**config.mk**
```make
export PLATFORM = sky130hd
export DESIGN_NAME = matmul_systolic_engine
export DESIGN_NICKNAME = d
export VERILOG_FILES = /design/src/rtl/matmul_pkg.sv /design/src/rtl/matmul_pe.sv /design/src/rtl/matmul_systolic_engine.sv
export SDC_FILE = /design/constraint.sdc
export NUM_CORES = 2
export LEC_CHECK = 0
export CELL_PAD_IN_SITES_DETAIL_PLACEMENT = 0
export CELL_PAD_IN_SITES_GLOBAL_PLACEMENT = 1
export CORE_UTILIZATION = 35
export CTS_CLUSTER_DIAMETER = 50
export DETAILED_ROUTE_END_ITERATION = 16
export GPL_ROUTABILITY_DRIVEN = 0
export PLACE_DENSITY_LB_ADDON = 0.08
export SLEW_MARGIN = 20
export SYNTH_ARGS = -nofsm -noshare
export SYNTH_HDL_FRONTEND = slang
export SYNTH_SLANG_ARGS = --single-unit
```
**constraint.sdc**
```tcl
create_clock -name clk_i -period 5.1 [get_ports clk_i]
set_input_delay 0.51 -clock clk_i [delete_from_list [all_inputs] [get_ports clk_i]]
set_output_delay 0.51 -clock clk_i [all_outputs]
set_load 0.05 [all_outputs]
```
**src/rtl/matmul_pkg.sv**
```systemverilog
// Shared definitions for the systolic matrix multiplier: FSM encoding, operand/result
// packing offsets and saturation limits.
package matmul_pkg;

  localparam int MAX_DIM_DEF = 4;

  typedef enum logic [1:0] {
    IDLE    = 2'd0,
    COMPUTE = 2'd1,
    DONE    = 2'd2
  } state_t;

  // Bit offset of element [row][col] in a row-major packed MAX_DIM x MAX_DIM matrix.
  function automatic int elem_off(input int row, input int col, input int max_dim,
                                  input int width);
    return (row * max_dim + col) * width;
  endfunction

  function automatic logic [63:0] sat_max(input int width);
    return (64'd1 << (width - 1)) - 64'd1;
  endfunction

  function automatic logic [63:0] sat_min(input int width);
    return ~sat_max(width);
  endfunction

endpackage

```
**src/rtl/matmul_pe.sv**
```systemverilog
// Output-stationary MAC cell: registered a/b pass-through, sticky overflow flag.
// MATMUL_SATURATE_EN selects clamping instead of two's-complement wrap on overflow.
module matmul_pe
  import matmul_pkg::*;
#(
  parameter int DATA_WIDTH = 8,
  parameter int BUS_WIDTH  = 16
) (
  input  logic                  clk_i,
  input  logic                  rst_ni,
  input  logic                  clr_i,
  input  logic                  clr_acc_i,
  input  logic                  en_i,
  input  logic [DATA_WIDTH-1:0] a_i,
  input  logic [DATA_WIDTH-1:0] b_i,
  output logic [DATA_WIDTH-1:0] a_o,
  output logic [DATA_WIDTH-1:0] b_o,
  output logic [BUS_WIDTH-1:0]  acc_o,
  output logic                  flag_o
);

  logic signed [2*DATA_WIDTH-1:0] prod;
  logic [BUS_WIDTH-1:0]           prod_ext;
  logic [BUS_WIDTH:0]             sum;
  logic                           ovf;
  logic [BUS_WIDTH-1:0]           acc_d;

  assign prod     = (2*DATA_WIDTH)'($signed(a_i)) * (2*DATA_WIDTH)'($signed(b_i));
  assign prod_ext = BUS_WIDTH'(prod);
  // One guard bit: overflow when the guard and the sign bit disagree.
  assign sum      = {acc_o[BUS_WIDTH-1], acc_o} + {prod_ext[BUS_WIDTH-1], prod_ext};
  assign ovf      = sum[BUS_WIDTH] ^ sum[BUS_WIDTH-1];

`ifdef MATMUL_SATURATE_EN
  localparam logic [BUS_WIDTH-1:0] SAT_POS = BUS_WIDTH'(sat_max(BUS_WIDTH));
  localparam logic [BUS_WIDTH-1:0] SAT_NEG = BUS_WIDTH'(sat_min(BUS_WIDTH));

  always_comb begin
    acc_d = sum[BUS_WIDTH-1:0];
    if (ovf) acc_d = sum[BUS_WIDTH] ? SAT_NEG : SAT_POS;
  end
`else
  assign acc_d = sum[BUS_WIDTH-1:0];
`endif

  always_ff @(posedge clk_i) begin
    if (!rst_ni) begin
      a_o    <= '0;
      b_o    <= '0;
      acc_o  <= '0;
      flag_o <= 1'b0;
    end else if (clr_i) begin
      a_o <= '0;
      b_o <= '0;
      if (clr_acc_i) begin
        acc_o  <= '0;
        flag_o <= 1'b0;
      end
    end else if (en_i) begin
      a_o    <= a_i;
      b_o    <= b_i;
      acc_o  <= acc_d;
      flag_o <= flag_o | ovf;
    end
  end

endmodule

```
**src/rtl/matmul_systolic_engine.sv**
```systemverilog
// Output-stationary systolic multiplier C = A*B or C += A*B with runtime N/K/M.
// Build option MATMUL_SATURATE_EN makes the PEs clamp on overflow instead of wrapping.
module matmul_systolic_engine
  import matmul_pkg::*;
#(
  parameter int DATA_WIDTH = 8,
  parameter int BUS_WIDTH  = 16,
  parameter int MAX_DIM    = MAX_DIM_DEF,
  localparam int DIM_W     = $clog2(MAX_DIM + 1)
) (
  input  logic                                  clk_i,
  input  logic                                  rst_ni,
  input  logic                                  start_i,
  input  logic                                  mode_i,
  input  logic [DIM_W-1:0]                      n_dim_i,
  input  logic [DIM_W-1:0]                      k_dim_i,
  input  logic [DIM_W-1:0]                      m_dim_i,
  input  logic [MAX_DIM*MAX_DIM*DATA_WIDTH-1:0] a_matrix_i,
  input  logic [MAX_DIM*MAX_DIM*DATA_WIDTH-1:0] b_matrix_i,
  output logic [MAX_DIM*MAX_DIM*BUS_WIDTH-1:0]  c_matrix_o,
  output logic [MAX_DIM*MAX_DIM-1:0]            flags_o,
  output logic                                  busy_o,
  output logic                                  done_o,
  output logic                                  err_o
);

  // Handshake: start_i is taken only in IDLE; busy_o rises on the following cycle and stays
  // high until done_o pulses for one cycle (with err_o on illegal dims). A held start_i
  // launches again on the first IDLE edge after done_o.
  localparam int CNT_W = $clog2(3 * MAX_DIM);
  localparam int OPW   = MAX_DIM * MAX_DIM * DATA_WIDTH;

  state_t                state;
  logic [DIM_W-1:0]      n_q, k_q, m_q;
  logic                  err_q;
  logic [CNT_W-1:0]      cnt_q, last_cnt;
  logic [OPW-1:0]        a_q, b_q;
  logic [DATA_WIDTH-1:0] feed_a_q [MAX_DIM];
  logic [DATA_WIDTH-1:0] feed_b_q [MAX_DIM];
  logic [DATA_WIDTH-1:0] feed_a_d [MAX_DIM];
  logic [DATA_WIDTH-1:0] feed_b_d [MAX_DIM];
  logic                  dims_ok, accept;

  assign dims_ok = (n_dim_i != '0) && (n_dim_i <= DIM_W'(MAX_DIM)) &&
                   (k_dim_i != '0) && (k_dim_i <= DIM_W'(MAX_DIM)) &&
                   (m_dim_i != '0) && (m_dim_i <= DIM_W'(MAX_DIM));
  assign accept   = (state == IDLE) && start_i;
  assign last_cnt = CNT_W'(n_q) + CNT_W'(k_q) + CNT_W'(m_q) - CNT_W'(2);

  // Skewed edge feeds: row i carries A[i][t-i], column j carries B[t-j][j].
  always_comb begin
    for (int i = 0; i < MAX_DIM; i++) begin
      feed_a_d[i] = '0;
      feed_b_d[i] = '0;
    end
    for (int i = 0; i < MAX_DIM; i++) begin
      for (int kk = 0; kk < MAX_DIM; kk++) begin
        if (i < int'(n_q) && kk < int'(k_q) && int'(cnt_q) == i + kk)
          feed_a_d[i] = a_q[elem_off(i, kk, MAX_DIM, DATA_WIDTH) +: DATA_WIDTH];
        if (i < int'(m_q) && kk < int'(k_q) && int'(cnt_q) == i + kk)
          feed_b_d[i] = b_q[elem_off(kk, i, MAX_DIM, DATA_WIDTH) +: DATA_WIDTH];
      end
    end
  end

  always_ff @(posedge clk_i) begin
    if (!rst_ni) begin
      state  <= IDLE;
      n_q    <= '0;
      k_q    <= '0;
      m_q    <= '0;
      a_q    <= '0;
      b_q    <= '0;
      cnt_q  <= '0;
      err_q  <= 1'b0;
      busy_o <= 1'b0;
      done_o <= 1'b0;
      err_o  <= 1'b0;
      for (int i = 0; i < MAX_DIM; i++) begin
        feed_a_q[i] <= '0;
        feed_b_q[i] <= '0;
      end
    end else begin
      done_o <= 1'b0;
      err_o  <= 1'b0;
      case (state)
        IDLE: begin
          if (start_i) begin
            n_q    <= n_dim_i;
            k_q    <= k_dim_i;
            m_q    <= m_dim_i;
            a_q    <= a_matrix_i;
            b_q    <= b_matrix_i;
            cnt_q  <= '0;
            busy_o <= 1'b1;
            err_q  <= !dims_ok;
            for (int i = 0; i < MAX_DIM; i++) begin
              feed_a_q[i] <= '0;
              feed_b_q[i] <= '0;
            end
            state <= dims_ok ? COMPUTE : DONE;
          end
        end
        COMPUTE: begin
          for (int i = 0; i < MAX_DIM; i++) begin
            feed_a_q[i] <= feed_a_d[i];
            feed_b_q[i] <= feed_b_d[i];
          end
          cnt_q <= cnt_q + CNT_W'(1);
          if (cnt_q == last_cnt) state <= DONE;
        end
        DONE: begin
          busy_o <= 1'b0;
          done_o <= 1'b1;
          err_o  <= err_q;
          state  <= IDLE;
        end
        default: state <= IDLE;
      endcase
    end
  end

  logic [DATA_WIDTH-1:0] a_pass [MAX_DIM][MAX_DIM];
  logic [DATA_WIDTH-1:0] b_pass [MAX_DIM][MAX_DIM];

  for (genvar gi = 0; gi < MAX_DIM; gi++) begin : g_row
    for (genvar gj = 0; gj < MAX_DIM; gj++) begin : g_col
      logic [DATA_WIDTH-1:0] a_in, b_in;
      if (gj == 0) begin : g_a_edge
        assign a_in = feed_a_q[gi];
      end else begin : g_a_inner
        assign a_in = a_pass[gi][gj-1];
      end
      if (gi == 0) begin : g_b_edge
        assign b_in = feed_b_q[gj];
      end else begin : g_b_inner
        assign b_in = b_pass[gi-1][gj];
      end
      matmul_pe #(
        .DATA_WIDTH(DATA_WIDTH),
        .BUS_WIDTH (BUS_WIDTH)
      ) u_pe (
        .clk_i    (clk_i),
        .rst_ni   (rst_ni),
        .clr_i    (accept),
        .clr_acc_i(accept && dims_ok && !mode_i),
        .en_i     (state == COMPUTE),
        .a_i      (a_in),
        .b_i      (b_in),
        .a_o      (a_pass[gi][gj]),
        .b_o      (b_pass[gi][gj]),
        .acc_o    (c_matrix_o[(gi*MAX_DIM+gj)*BUS_WIDTH +: BUS_WIDTH]),
        .flag_o   (flags_o[gi*MAX_DIM+gj])
      );
    end
  end

endmodule

```
# After elaboration in Yosys (flattened, before gate mapping)
# Memory sizes are Yosys's and may differ from the RTL's.
# Index checks and enable logic that the tools add are counted.
# totals
regBits,739
mem_bits_rw,64
out_inout_bits,275
wordCells,401
memories,2
# mem_list
memory,depth,word_bits,read_ports,rd_clocked_by_memory_dff,write_ports,line,source
feed_a_q,4,8,4,0,4,matmul_systolic_engine.sv:38,logic [DATA_WIDTH-1:0] feed_a_q [MAX_DIM];
feed_b_q,4,8,4,0,4,matmul_systolic_engine.sv:39,logic [DATA_WIDTH-1:0] feed_b_q [MAX_DIM];
# classes
n_addsub,20
mul,16
n_lt_le_gt_ge,15
eq_ne,12
mux,131
bitwise_logic,49
n_reduce_logical,89
# ops
op,n
two-way mux 16 bit,33
two-way mux 8 bit,48
adder 16 x 16 -> 17 bit,16
multiplier 8 x 8 -> 16 bit,16
logical AND 1 bit,72
two-way mux 1 bit,43
OR 1 bit,32
less-than comparator 1 x 3 -> 1 bit (first input constant),6
less-than comparator 2 x 3 -> 1 bit (first input constant),6
bitwise XOR 1 bit,16
equality test 4 bit (second input constant),3
AND reduction 2 bit,6
less-or-equal comparator 3 bit (second input constant),3
nonzero test 3 bit,3
equality test 4 x 3 -> 1 bit (second input constant),2
one-hot mux 4 bit (2 select lines),1
two-way mux 2 bit,3
nonzero test 2 bit,3
adder 3 x 3 -> 4 bit,1
adder 4 x 1 -> 4 bit (second input constant),1
adder 4 x 3 -> 4 bit,1
equality test 4 x 2 -> 1 bit (second input constant),1
equality test 4 bit,1
logical NOT 4 bit,1
12 further kinds,14

# Logic depth before layout (Yosys ltp)
# depth
ltp_word,10
depth_mapped,19

# Cells and area by module
# Synthesis repeated with hierarchy kept, for this count alone.
# hier_totals
hier_cells,9102
area_unflattened_um2,83659.0
# by_module_without_submodules
mod,n_inst,cells_per_inst,area_per_inst_um2,seq_area_each_um2
matmul_pe at g_row[1].g_col[2].u_pe ...,7,462,4344.2,660.6
matmul_pe at g_row[0].g_col[0].u_pe ...,5,464,4354.2,660.6
matmul_pe at g_row[1].g_col[1].u_pe ...,4,462,4342.9,660.6
matmul_systolic_engine,1,1700,14107.3,7267.0

# Worst setup path after synthesis
# No wires, ideal clock.
# synth_path
path_kind,reg-to-reg
start,register g_row[0].g_col[2].u_pe.b_o[0]
end,register g_row[1].g_col[2].u_pe.flag_o
arrival_ps,5040
setup_slack_ps,-13
stages_incl_launch_ff,17
path_buffers,1
cell_sequence,dfxtp_1 > clkbuf_1 > and2_1 > fa_1 > fa_1 > fa_1 > inv_1 > fa_1 > inv_1 > ha_1 > ha_1 > a21o_1 > a31o_2 > a221o_1 > a22o_1 > or3_1 > o211ai_2
# synth_via
elab_chain_len,6
# synth_rtl
item,line,source
from (decl),matmul_pe.sv:17,"output logic [DATA_WIDTH-1:0] b_o,"
from (signal assigned),matmul_pe.sv:61,b_o <= b_i;
multiplier 8 x 8 -> 16 bit,matmul_pe.sv:28,assign prod = (2*DATA_WIDTH)'($signed(a_i)) * (2*DATA_WIDTH)'($signed(b_i));
adder 16 x 16 -> 17 bit,matmul_pe.sv:31,"assign sum = {acc_o[BUS_WIDTH-1], acc_o} + {prod_ext[BUS_WIDTH-1], prod_ext};"
bitwise XOR 1 bit,matmul_pe.sv:32,assign ovf = sum[BUS_WIDTH] ^ sum[BUS_WIDTH-1];
OR 1 bit,matmul_pe.sv:63,flag_o <= flag_o | ovf;
two-way mux 1 bit,matmul_pe.sv:59,end else if (en_i) begin
two-way mux 1 bit,matmul_pe.sv:52,end else if (clr_i) begin
to (signal assigned),matmul_pe.sv:63,
to (decl),matmul_pe.sv:19,output logic flag_o
# No other way between the ends. The select of a mux whose other input is x is not followed.
# A chain may end at the register's enable or synchronous reset.

==> qor.csv <==
metric;value;unit
status;finished, final reports clean;
skew final;47.25;ps
critical path, cell by cell;nand2_1 > fa_1 > inv_1 > fa_1 > ha_1 > inv_1 > fa_1 > inv_1 > ha_1 > ha_2 > inv_1 > fa_2 > nor2b_2 > o31ai_1 > buf_4 > a211o_1 > and3b_1 > or2_2 > o211ai_1;
fin crit period;4920;ps
Die Area;234800;µm²
met1 wire length;123400;µm
CP arrival;5620;ps
Worst Setup End Kind;register;
MaxCap Viol Count;0;
CP max FO;8;
gr usage total;23.10;%
clock tree buffer depth;3;
Die X;484.5;µm
vias in the first global route;67590;
drt initial violations;3141;
sequential area share after synthesis;20.32;%
CTS tree;done;
TritonCTS Buffers;149;
layout cell share with drive strength beyond 1;9.936;%
Synth Instances;9151;
Seq cells post-synth;803;
CP Class;register to register;
most frequent cells in the layout;1569 x nand2_1, 1467 x inv_1, 1205 x fa_1;
largest net degree at the start of global routing;184;
Avg Inst Size Synth;8.905;µm²
total grt overflow;0;
routed vias/inst;4.865;
Power Dens Cells;194.1;nW/µm²
Worst Tran Pin Value;1044;ps
final hold vios;0;
WL met3;10030;µm
Layout fillers;23130;
Crit path largest cell delay;560;ps
Routed Antenna Nets;0;
worst vdd ir;0.2635;mV
metal2 WL;127800;µm
via count;63270;
commonest non-fill, non-tap cell in the layout;nand2_1;
Max Used Layer;met4;
first-pass GRT wire length;415000;µm
initial antenna violation count;10;
Synth Flop Type;dfxtp_1;
# setup viols final;0;
Seq pwr share;35.0;%
Worst Path Required;5800;ps
CTS clk-pin slew, worst paths;60;ps
startpoint type of the worst setup path;register;
Final HPWL DP;212900;µm
Pre-Repair DR Iteration Count;5;
initial core utilization;35.31;%
hold_buf cts;0;
Final Non-Filler Cells;13000;
WL final;266500;µm
WL per Instance;20.49;µm
Comb power frac;10.0;%
Sw Pwr;5330;µW
Buffers & Inverters on Critical Path;5;
setup ws final;179.6;ps
Final #Nets;11970;
Port Buf Inserts;543;
worst slack at placement;-14.24;ps
slowest cell on the critical path;edfxtp_1;
Die Height;484.5;µm
Cell Int Power;13790;µW
cell family with most CP delay;adder cells;
Synth Net Count;11270;
CTS Sinks;803;
Layout area overhead;20.89;%
Sw Share;27.88;%
critical path's most frequent cell;inv_1;
Clk pwr share;55.0;%
worst-skew pair later-pin latency;820;ps
Rows;176;
# DRC;0;
post-synth cell types;65;
Post-synth ARST share;0;%
Mapped Area;81490;µm²
Rel. slew slack;30.43;%
EDFF count, synth;48;
placed cells;12660;
CTS Root Buffer Type;clkbuf_16;
Synth warnings;0;
leakage power;0.04632;µW
Highest Clock Rate;203.2;MHz
Min-Delay Path Class;input pin to register;
Core Region;230800;µm²
Clock H-tree levels;4;
Final Cycle Share;96.48;%
IO Count;544;
Slew Viols, Final;0;
[Yosys cell counts, types with 164 or more instances]
cell type | number | area [µm²]
nand2_1 | 1578 | 5923
inv_1 | 1467 | 5507
fa_1 | 1219 | 24400
dfxtp_1 | 755 | 15110
ha_1 | 632 | 7908
and2_1 | 518 | 3241
clkbuf_1 | 400 | 1501
a21oi_1 | 391 | 1957
a21boi_0 | 313 | 2350
nor2b_1 | 215 | 1345
nor2_1 | 200 | 750.7
o21ai_0 | 176 | 880.8
xnor2_1 | 172 | 1506
a22oi_1 | 164 | 1231
[cell families (layout without fill, tap and decap cells)]
kind of cell	Yosys count	after routing	share of synthesized area, %
AND/OR/NAND/NOR	2815	2815	16.19
buffers and inverters	1967	2790	9.224
adder cells (fa/ha/maj)	1851	1851	39.65
AO/OA/AOI/OAI	1525	1525	12.57
flip-flops	803	803	20.32
XOR/XNOR	190	190	2.042
other	0	3	0
[registers in the layout, summed over array words and instances (netlist names), 2 cells and up]
register / count
a_q: 128
n_q: 3
m_q: 3
feed_a_q: 32
g_row.g_col.u_pe.b_o: 96
feed_b_q: 32
k_q: 3
g_row.g_col.u_pe.a_o: 96
b_q: 128
g_row.g_col.u_pe.flag_o: 16
state: 2
cnt_q: 4
g_row.g_col.u_pe.acc_o: 256
[final cells by class]
type | count | area (µm²) | area share (%)
antenna | 3 | 7.507 | 0.007621
multi-input combinational | 6381 | 57880 | 58.75
inverter | 1483 | 5589 | 5.674
tap | 3026 | 3786 | 3.844
clock buffer | 180 | 4006 | 4.067
timing repair buffer | 1032 | 9354 | 9.496
clock inverter | 95 | 1250 | 1.269
sequential | 803 | 16640 | 16.89
[path summary, 6_finish.rpt]
| path | slack, ps | start | depth (start not counted) | to |
|---|---|---|---|---|
| setup / recovery | 180 | feed_a_q[1][4]$_SDFFCE_PN0P_ | 19 | g_row[1].g_col[0].u_pe.flag_o$_SDFFE_PN0P_ |
| hold / removal | 160 | rst_ni | 2 | a_q[23]$_SDFFE_PN0P_ |
| hold reg to reg | 460 | b_q[117]$_SDFFE_PN0P_ | 2 | b_q[117]$_SDFFE_PN0P_ |
| setup reg to reg | 180 | feed_a_q[1][4]$_SDFFCE_PN0P_ | 19 | g_row[1].g_col[0].u_pe.flag_o$_SDFFE_PN0P_ |
[per-layer routing]
layer | up-vias | global-route usage, %
li1 | 30310 | -
met3 | 225 | 3.062
met1 | 31650 | 31.32
met4 | 0 | 5.110
met5 | - | 0
met2 | 1078 | 38.94
[stage by stage]
stage / hold WS, ps / total power (µW) / setup TNS, ps / cell area, µm² / utilization (%)
3_5_place_dp: 457.0 / 8675 / -14.24 / 92210 / 39.95
6_report: 158.2 / 19120 / 0 / 98510 / 42.68
4_1_cts: 100.0 / 19350 / 0 / 97500 / 42.25
2_1_floorplan: 424.2 / 7818 / 0 / 81490 / -
5_1_grt: 161.0 / 19900 / -46.17 / 98500 / 42.68
3_3_place_gp: 452.0 / 8663 / 0 / 92210 / 39.95
[what timing repair did]
action | CTS | global route
resized for setup | 4 | 216
pin swaps | 0 | 9
endpoints found under the setup margin | 8 | 71
setup buffers | 4 | 61
[power groups by stage]
stage / combinational (µW) / sequential, µW / clock, µW
2_1_floorplan: 1060 / 6760 / 0
3_3_place_gp: 1820 / 6850 / 0
3_5_place_dp: 1820 / 6850 / 0
4_1_cts: 1840 / 6720 / 10800
5_1_grt: 2110 / 6710 / 11100
6_report: 1910 / 6690 / 10500
(Power assumes the default switching activity.)
